<file path="src/rtl/gates_sweep_ctrl.sv">
// rtl/gates_sweep_ctrl.sv - steps a 3-input gate through all 8 vectors and checks its truth table
// Each vector is held SETTLE_CYCLES+2 cycles; Z is sampled SETTLE_CYCLES+1 edges after {A,B,C} changes.
module gates_sweep_ctrl #(
    parameter int SETTLE_CYCLES = 1
) (
    input  logic       clk,
    input  logic       reset,
    input  logic       start,
    input  logic       abort,
    input  logic [7:0] expected,
    input  logic       Z,
    output logic       A,
    output logic       B,
    output logic       C,
    output logic       busy,
    output logic       done,
    output logic [7:0] truth,
    output logic       pass,
    output logic [3:0] err_count,
    output logic [2:0] first_err_idx
);

    typedef enum logic [2:0] {
        S_IDLE,
        S_DRIVE,
        S_SETTLE,
        S_CAPTURE,
        S_DONE
    } state_t;

    localparam logic [3:0] LP_SETTLE = 4'(SETTLE_CYCLES);

    state_t     r_state;
    logic [2:0] r_idx;
    logic [3:0] r_cnt;
    logic [7:0] r_exp;
    logic [2:0] r_abc;
    logic       r_busy;
    logic       r_done;
    logic [7:0] r_truth;
    logic       r_pass;
    logic [3:0] r_err_count;
    logic [2:0] r_first_err_idx;

    state_t     w_state;
    logic [2:0] w_idx;
    logic [3:0] w_cnt;
    logic [7:0] w_exp;
    logic [2:0] w_abc;
    logic       w_busy;
    logic       w_done;
    logic [7:0] w_truth;
    logic       w_pass;
    logic [3:0] w_err_count;
    logic [2:0] w_first_err_idx;
    logic       w_mismatch;

    assign w_mismatch = (Z != r_exp[r_idx]);

    always_comb begin
        w_state         = r_state;
        w_idx           = r_idx;
        w_cnt           = r_cnt;
        w_exp           = r_exp;
        w_abc           = r_abc;
        w_busy          = r_busy;
        w_done          = 1'b0;
        w_truth         = r_truth;
        w_pass          = r_pass;
        w_err_count     = r_err_count;
        w_first_err_idx = r_first_err_idx;

        case (r_state)
            S_IDLE: begin
                if (start && !abort) begin
                    w_exp           = expected;
                    w_idx           = 3'd0;
                    w_truth         = 8'd0;
                    w_err_count     = 4'd0;
                    w_first_err_idx = 3'd0;
                    w_pass          = 1'b0;
                    w_busy          = 1'b1;
                    w_state         = S_DRIVE;
                end
            end
            S_DRIVE: begin
                w_abc = r_idx;
                w_cnt = LP_SETTLE;
                if (LP_SETTLE == 4'd0) begin
                    w_state = S_CAPTURE;
                end else begin
                    w_state = S_SETTLE;
                end
            end
            S_SETTLE: begin
                w_cnt = r_cnt - 4'd1;
                if (r_cnt <= 4'd1) begin
                    w_state = S_CAPTURE;
                end
            end
            S_CAPTURE: begin
                w_truth[r_idx] = Z;
                if (w_mismatch) begin
                    if (r_err_count != 4'd8) begin
                        w_err_count = r_err_count + 4'd1;
                    end
                    // No earlier mismatch recorded means this is the lowest failing index.
                    if (r_err_count == 4'd0) begin
                        w_first_err_idx = r_idx;
                    end
                end
                if (r_idx == 3'd7) begin
                    w_state = S_DONE;
                    w_done  = 1'b1;
                    w_busy  = 1'b0;
                    w_abc   = 3'd0;
                    w_pass  = (w_err_count == 4'd0);
                end else begin
                    w_idx   = r_idx + 3'd1;
                    w_state = S_DRIVE;
                end
            end
            S_DONE: begin
                w_state = S_IDLE;
            end
            default: begin
                w_state = S_IDLE;
            end
        endcase

        if (abort && (r_state != S_IDLE)) begin
            w_state         = S_IDLE;
            w_busy          = 1'b0;
            w_done          = 1'b0;
            w_abc           = 3'd0;
            w_truth         = 8'd0;
            w_err_count     = 4'd0;
            w_first_err_idx = 3'd0;
            w_pass          = 1'b0;
        end
    end

    always_ff @(posedge clk) begin
        if (reset) begin
            r_state         <= S_IDLE;
            r_idx           <= 3'd0;
            r_cnt           <= 4'd0;
            r_exp           <= 8'd0;
            r_abc           <= 3'd0;
            r_busy          <= 1'b0;
            r_done          <= 1'b0;
            r_truth         <= 8'd0;
            r_pass          <= 1'b0;
            r_err_count     <= 4'd0;
            r_first_err_idx <= 3'd0;
        end else begin
            r_state         <= w_state;
            r_idx           <= w_idx;
            r_cnt           <= w_cnt;
            r_exp           <= w_exp;
            r_abc           <= w_abc;
            r_busy          <= w_busy;
            r_done          <= w_done;
            r_truth         <= w_truth;
            r_pass          <= w_pass;
            r_err_count     <= w_err_count;
            r_first_err_idx <= w_first_err_idx;
        end
    end

    assign A             = r_abc[2];
    assign B             = r_abc[1];
    assign C             = r_abc[0];
    assign busy          = r_busy;
    assign done          = r_done;
    assign truth         = r_truth;
    assign pass          = r_pass;
    assign err_count     = r_err_count;
    assign first_err_idx = r_first_err_idx;

endmodule

</file>
<file path="config.mk">
export PLATFORM = sky130hd
export DESIGN_NAME = gates_sweep_ctrl
export DESIGN_NICKNAME = d
export VERILOG_FILES = /design/src/rtl/gates_sweep_ctrl.sv
export SDC_FILE = /design/constraint.sdc
export NUM_CORES = 1
export LEC_CHECK = 0
export CORE_ASPECT_RATIO = 0.7
export CORE_MARGIN = 2
export CORE_UTILIZATION = 59
export CTS_BUF_LIST = sky130_fd_sc_hd__clkbuf_8
export CTS_CLUSTER_SIZE = 30
export DETAILED_ROUTE_END_ITERATION = 10
export MAX_ROUTING_LAYER = met4
export PLACE_DENSITY = 0.88
export SLEW_MARGIN = 20
export SYNTH_ARGS = -nofsm -noshare
export SYNTH_HDL_FRONTEND = slang
export SYNTH_SLANG_ARGS = --single-unit
</file>
<file path="constraint.sdc">
create_clock -name clk -period 5 [get_ports clk]
set_clock_uncertainty 0.2 [all_clocks]
set_input_delay 1.25 -clock clk [delete_from_list [all_inputs] [get_ports clk]]
set_output_delay 1.25 -clock clk [all_outputs]
set_load 0.05 [all_outputs]
</file>
==> results of run 1 <==
how the worst min path moves through the flow:
stage / cells past startpoint / start / to / slack [ps]
after detailed placement: 2 / r_exp[6]$_SDFFE_PP0P_ / r_exp[6]$_SDFFE_PP0P_ / 250
after CTS: 2 / r_exp[6]$_SDFFE_PP0P_ / r_exp[6]$_SDFFE_PP0P_ / 260
after floorplan: 2 / r_exp[1]$_SDFFE_PP0P_ / r_exp[1]$_SDFFE_PP0P_ / 230
after global placement: 2 / r_exp[2]$_SDFFE_PP0P_ / r_exp[2]$_SDFFE_PP0P_ / 240
final: 2 / r_exp[6]$_SDFFE_PP0P_ / r_exp[6]$_SDFFE_PP0P_ / 250
after global routing: 2 / r_exp[5]$_SDFFE_PP0P_ / r_exp[5]$_SDFFE_PP0P_ / 280
tightest hold or removal path, stage by stage (launching register included):
cell,delay [ps]
sky130_fd_sc_hd__dfxtp_1,310
sky130_fd_sc_hd__nand2_1,50
sky130_fd_sc_hd__a21oi_1,50
sequential cells by signal, summed over array words and instances (netlist names):
signal and flops:
err_count 4, first_err_idx 3, done 1, r_cnt 4, pass 1, r_idx 3
r_exp 8, r_state 3, r_abc 3, busy 1, truth 8
cells by family (layout without fill, tap and decap cells):
kind of cell	Yosys count	after routing
and+or+nand+nor	99	99
adders and majority gates	6	6
AOI/OAI and AO/OA	56	56
xor gates and xnor gates	3	3
buffers and inverters	25	49
muxes	13	13
DFF	39	39
where the power goes:
| group | switching (W) | total, W | internal, W |
|---|---|---|---|
| clock network | 0.000109 | 0.000203 | 0.0000938 |
| logic | 0.0000586 | 0.000101 | 0.0000426 |
| registers | 0.0000175 | 0.000340 | 0.000322 |
| total | 0.000186 | 0.000644 | 0.000459 |
cells in the mapped netlist (2+ instances only):
cell,number
sky130_fd_sc_hd__nor2b_1,3
sky130_fd_sc_hd__dfxtp_1,39
sky130_fd_sc_hd__a21oi_1,31
sky130_fd_sc_hd__nor3_1,10
sky130_fd_sc_hd__nand2_1,34
sky130_fd_sc_hd__ha_1,6
sky130_fd_sc_hd__nor2_1,21
sky130_fd_sc_hd__nand3b_1,4
sky130_fd_sc_hd__nand3_1,7
sky130_fd_sc_hd__a22oi_1,5
sky130_fd_sc_hd__mux2i_1,7
sky130_fd_sc_hd__a21o_1,3
sky130_fd_sc_hd__mux2_4,2
sky130_fd_sc_hd__inv_1,7
sky130_fd_sc_hd__o21ai_1,9
sky130_fd_sc_hd__and2_0,3
sky130_fd_sc_hd__a31oi_1,2
sky130_fd_sc_hd__buf_2,2
sky130_fd_sc_hd__or3_1,3
sky130_fd_sc_hd__and3_1,2
sky130_fd_sc_hd__nor3b_1,3
sky130_fd_sc_hd__clkbuf_1,15
sky130_fd_sc_hd__mux4_1,2
sky130_fd_sc_hd__nand4_1,6
final cells by class:
type                            instances  area (um^2)
Clock inverter                          3         12.5
Clock buffer                            5         68.8
Multi-Input combinational cell        177         1090
Inverter                                7         26.3
Sequential cell                        39          781
Tap cell                               38         47.5
Timing Repair Buffer                   34          338
Fill cell                             270          801
through the flow:
step / std cells / power, W / util / worst slack [ps] / hold slack [ps]
after CTS: 303 / 0.000647 / 0.747 / 1740 / 256
after global placement: 295 / 0.000444 / 0.722 / 1510 / 241
final: 303 / 0.000644 / 0.747 / 1750 / 252
after global routing: 303 / 0.000673 / 0.747 / 1630 / 283
after floorplan: 241 / 0.000419 / - / 2190 / 232
after detailed placement: 295 / 0.000447 / 0.722 / 1450 / 246
cells in the final DEF, fill, tap and decap left out, types with 4 or more instances in the layout:
cell type / synthesis / layout
sky130_fd_sc_hd__a21oi_1: 31 / 31
sky130_fd_sc_hd__ha_1: 6 / 6
sky130_fd_sc_hd__nor2_1: 21 / 21
sky130_fd_sc_hd__nand3_1: 7 / 7
sky130_fd_sc_hd__nor3_1: 10 / 10
sky130_fd_sc_hd__nand2_1: 34 / 34
sky130_fd_sc_hd__dfxtp_1: 39 / 39
sky130_fd_sc_hd__nand4_1: 6 / 6
sky130_fd_sc_hd__clkdlybuf4s50_1: 0 / 33
sky130_fd_sc_hd__inv_1: 7 / 9
sky130_fd_sc_hd__a22oi_1: 5 / 5
sky130_fd_sc_hd__clkbuf_8: 0 / 5
sky130_fd_sc_hd__o21ai_1: 9 / 9
sky130_fd_sc_hd__nand3b_1: 4 / 4
sky130_fd_sc_hd__mux2i_1: 7 / 7
metal layers:
layer / part of all wire / vias up / track usage
li1: - / 888 / -
met1: 0.52 / 804 / 0.338
met2: 0.42 / 39 / 0.362
met3: 0.038 / 9 / 0.0558
met4: 0.017 / 0 / 0.117
met5: 0 / - / -
==> run summary, run 1 <==
* 4960 ps — Crit path required time
* sky130_fd_sc_hd__dfxtp_1 (40%), sky130_fd_sc_hd__a21oi_1 (7.9%), sky130_fd_sc_hd__nand2_1 (6.5%) — cell types with the largest area share after synthesis
* simple AND/OR/NAND/NOR gates — dominant combinational cell family by area after synthesis
* 0.396 — portion of synthesized cell area occupied by the leading cell type
* 5 — CTS buffer count
* 1 — crit path buf inv count
* flip-flop — Setup crit end kind
* simple AND/OR/NAND/NOR gates — kind of cell with the highest combined delay on the critical path
* 0.0228 — XOR/XNOR share of the synthesized area
* 0 — gr ovfl total
* first_err_idx[2]$_SDFFE_PP0P_ — Critical R2R Capture
* 2280 ps — R2R Setup Slk
* 694 ps — transition time of the tightest slew-check pin
* 0.00197 mm^2 — mapped cell area
* 39 — register bit count reported by yosys
* 3250 ps — Tmin final
* 0.864 nW — Leakage
* 0 — setup-violating endpoint count in the final report
* 0 — number of max-cap violations
* 0 — post-cts sizing count
* input pin — category of the worst setup path launch point
* 7110 um — global-route wire length before repair
* 0.0888 — mux contribution to synthesized area
* 0.164 — post-synthesis compound-gate area fraction
* 241 — number of instances in the synthesized netlist
* 153 — Starting DRT DRC Count
* 272 mW/mm^2 — power density normalized to cell area
* 20.1% — growth of design area from synthesis to finish
* 0.650 — share of the cycle needed by the critical path after routing
* 5.74 — vias per inst
* clkdlybuf4s50_1 -> or3b_1 -> or3_1 -> and2_0 -> mux2i_1 -> nor2_1 — sequence of cells on the critical path
* 3210 ps — Data arrival, critical path
* complete, no violations — run status
* 39 — total clock sinks
* 290 ps — clock latency of the later-clocked register in the worst-skew pair
* 0 — max-slew violation count
* 0 — number of antenna violations at the first check in global routing
* 0 — number of antenna-violating nets in the routed design
* done — CTS tree
* 8.18 um^2 — average cell area after synthesis
* 4270 um — aggregate routed wire length
* 6 — Crit path depth
* 0.622 — initial core utilization
* 0.241 — area share of and/or/nand/nor cells after synthesis
* sky130_fd_sc_hd__dfxtp_1 — prevailing post-synth register cell
* 33 — input/output buffers
* 0 ps — aggregate negative setup slack
* 14.1 um — Avg WL per Cell
* 260 — total nets after synthesis
* 52.4 um — chip height
* 0 — number of remaining DRC errors
* 0.00317 mm^2 — total core area
* 0 — # Post-CTS Setup Buffers
* 0 — number of enable flip-flop cells after synthesis
* 20 — maximum number of pins on one net before global-route repair
* 0 — final hold viol count
* sky130_fd_sc_hd__clkbuf_8 — clock root buffer
* 308 MHz — highest clock rate
* 0.0381 — arithmetic-cell share of the synthesized area counting full adders, half adders and majority gates
* 2870 um — post-detailed-placement half-perimeter wirelength
* 0.00237 mm^2 — final instance area
* false — unrepaired setup endpoints after global routing
* 0.846 — last weighted congestion value of the routability-driven placer
* 17 — number of rows created at floorplan
* 73.1 um — width of the die
* 580 ps — peak per-stage delay on the critical path
* in -> reg — kind of critical path
* 70 ps — clock edge transition at the registers on the reported setup and hold paths
* abort — Critical Path Source
* 0 — Yosys warnings
* reg -> reg — Tightest Hold Check Type
* 0.396 — sequential share of the synthesized area
* 0 — number of antenna diodes
* 0 — CTS Hold Bufs
* 0 — share of flip-flops with an asynchronous set or reset
* 0.0453 — proportion of layout cells with a drive suffix above 1
* 0.204 mV — largest voltage drop on the vdd net
* 2 — CTS H-tree depth
* 0.00229 mm^2 — placed cell areas
* 17 — largest fanout on the critical path
* 0.00383 mm^2 — floorplan die area
* 1740 — via count
* sky130_fd_sc_hd__or3_1 — standard cell with the maximum stage delay on the critical path
* 0.252 — Total Routing Usage GR
* 283 — total number of nets in the final design
* 4 — Detailed Routing Iterations Pass 1
* sky130_fd_sc_hd__dfxtp_1 — library cell with the largest summed area after synthesis
* truth[7]$_SDFFE_PP0P_ — Critical path destination
* 0.537 — tightest slew margin relative to the limit
* 1565 — number of global-route vias before repair
* r_idx[0]$_SDFFE_PP0P_ — worst r2r src
* 34 — IO Count
* 2 — largest buffer count on any clock path
* 39 — count of unique library cells instantiated by Yosys
* 5 — Reg2Reg Depth
Note: power is estimated with default switching activity, not from simulation.
==> inputs of run 2 (changes only) <==
Settings changed: CORE_UTILIZATION 59 to 54, PLACE_DENSITY 0.88 to 0.81.
Clock period 5 ns to 3.2 ns, I/O delays scaled along.
==> run 2 against run 1 <==
- sequential power up 56%
- utilization down 5.1 points
- power up 65%
- clock power up 82%
- routed wire length up 5.6%
- worst hold slack better by 0.97 ps
- clock-buffer cell count up 1
- via count up 1.4%
- die area up 8.6%
- first-iteration DRC count down 35%
- critical endpoint is now err_count[3]
- highest routed layer unchanged
==> run summary, run 2 (synthesized netlist as in run 1, its figures left out) <==
* complete, no violations — run status
* 0.696 — final core area utilization
* 0 ps — aggregate negative setup slack
* buffers and inverters — kind of cell with the highest combined delay on the critical path
* 2 — CTS H-tree depth
* r_idx[0]$_SDFFE_PP0P_ — worst r2r src
* 0 — setup-violating endpoint count in the final report
* 0.00351 mm^2 — total core area
* 0.00416 mm^2 — floorplan die area
* 33 — input/output buffers
* 1 — Crit path depth
* flip-flop — category of the worst setup path launch point
* 4510 um — aggregate routed wire length
* 870 ps — peak per-stage delay on the critical path
* 0 — gr ovfl total
* 0 — CTS Hold Bufs
* 0.891 nW — Leakage
* 5 — CTS buffer count
* 0.318 — routing usage on met1
* 0 — max-slew violation count
* 0 — number of remaining DRC errors
* 54.6 um — chip height
* 9 — largest fanout on the critical path
* 0.00235 mm^2 — placed cell areas
* 0 — number of antenna diodes
* false — unrepaired setup endpoints after global routing
* 18 — maximum number of pins on one net before global-route repair
* 100 — Starting DRT DRC Count
* 0 — post-cts sizing count
* 39 — total clock sinks
* 14.0 um — Avg WL per Cell
* 2 — largest buffer count on any clock path
* 5.50 — vias per inst
* 1 — crit path buf inv count
* done — CTS tree
* pass$_SDFFE_PP0P_ — Critical R2R Capture
* 2660 ps — Tmin final
* 0.363 — met2 Use GR
* 781 um^2 — register cell area after layout
* 0.244 — Total Routing Usage GR
* sky130_fd_sc_hd__dfxtp_1 (39), sky130_fd_sc_hd__nand2_1 (34), sky130_fd_sc_hd__clkdlybuf4s50_1 (33), sky130_fd_sc_hd__a21oi_1 (31), sky130_fd_sc_hd__nor2_1 (21) — top library cells by usage in the layout, fill and taps aside
* sky130_fd_sc_hd__clkbuf_8 — clock root buffer
* 300 ps — clock latency of the later-clocked register in the worst-skew pair
* 2200 ps — Crit path required time
* err_count[3] — Critical path destination
* 0 — # Post-CTS Setup Buffers
* 0.00109 mm^2 — area taken by multi-input logic gates
* 0 — number of max-cap violations
* 1764 — via count
* 0.0858 — met3 GRT Util
* 4 — Detailed Routing Iterations Pass 1
* 3160 um — post-detailed-placement half-perimeter wirelength
* reg -> out — kind of critical path
* met2 — peak-usage layer in the global routing report
* 7580 um — global-route wire length before repair
* 376 MHz — highest clock rate
* 0 — number of antenna-violating nets in the routed design
* 0 — final hold viol count
* 0.363 mV — largest voltage drop on the vdd net
* 0 — number of antenna violations at the first check in global routing
* 34 — IO Count
* err_count[3]$_SDFFE_PP0P_ — Critical Path Source
* sky130_fd_sc_hd__clkdlybuf4s50_1 — standard cell with the maximum stage delay on the critical path
* sky130_fd_sc_hd__dfxtp_1 — most common cell after layout, fill and taps aside
* 289 — total number of nets in the final design
* 1641 — number of global-route vias before repair
* 18 — number of rows created at floorplan
* 0.00245 mm^2 — final instance area
* 24.0% — growth of design area from synthesis to finish
* reg -> reg — Tightest Hold Check Type
* 0.830 — share of the cycle needed by the critical path after routing
* 0.0738 — proportion of layout cells with a drive suffix above 1
* clkdlybuf4s50_1 — sequence of cells on the critical path
* 435 mW/mm^2 — power density normalized to cell area
* 5 — Reg2Reg Depth
* 0.561 — initial core utilization
* 327 — Filler Cell Count
* 800 ps — R2R Setup Slk
* 1660 ps — Data arrival, critical path
* output pin — Setup crit end kind
* 0.828 — last weighted congestion value of the routability-driven placer
* 668 ps — transition time of the tightest slew-check pin
* 76.2 um — width of the die
* 80 ps — clock edge transition at the registers on the reported setup and hold paths
* 0.555 — tightest slew margin relative to the limit
[run 2: report_power, final]
| part | internal, W | switching (W) | leakage, nW |
|---|---|---|---|
| clock | 0.000176 | 0.000193 | 0.0474 |
| combinational | 0.0000718 | 0.0000945 | 0.527 |
| sequential | 0.000504 | 0.0000260 | 0.316 |
| total | 0.000751 | 0.000313 | 0.891 |
[run 2: how the worst min path moves through the flow]
stage                     cells past startpoint                     to                   from  slack, ps
after global routing                          2  r_exp[1]$_SDFFE_PP0P_  r_exp[1]$_SDFFE_PP0P_        270
after floorplan                               2  r_exp[1]$_SDFFE_PP0P_  r_exp[1]$_SDFFE_PP0P_        230
after CTS                                     2  r_exp[1]$_SDFFE_PP0P_  r_exp[1]$_SDFFE_PP0P_        260
after global placement                        2  r_exp[2]$_SDFFE_PP0P_  r_exp[2]$_SDFFE_PP0P_        240
final                                         2  r_exp[1]$_SDFFE_PP0P_  r_exp[1]$_SDFFE_PP0P_        250
after detailed placement                      2  r_exp[1]$_SDFFE_PP0P_  r_exp[1]$_SDFFE_PP0P_        250
[run 2: area by class of cell]
type,instances,area share
well taps,50,0.0256
repair buffers,40,0.157
clock inverters,2,0.00665
inverters,7,0.0107
multi-input cells,177,0.448
flip-flops and latches,39,0.319
clock buffers,6,0.0338
[run 2: stage by stage]
stage	worst slack (ps)	hold WS [ps]	cells	power [W]
after CTS	538	257	321	0.00107
after global routing	453	274	321	0.00111
after detailed placement	289	246	313	0.000706
after floorplan	843	232	241	0.000654
final	544	253	321	0.00106
after global placement	325	240	313	0.000701
[run 2: per-layer routing]
metal	vias to the layer above	wire, um
met5	-	0
met4	0	24
met3	4	288
met2	50	1940
met1	809	2260
li1	901	-
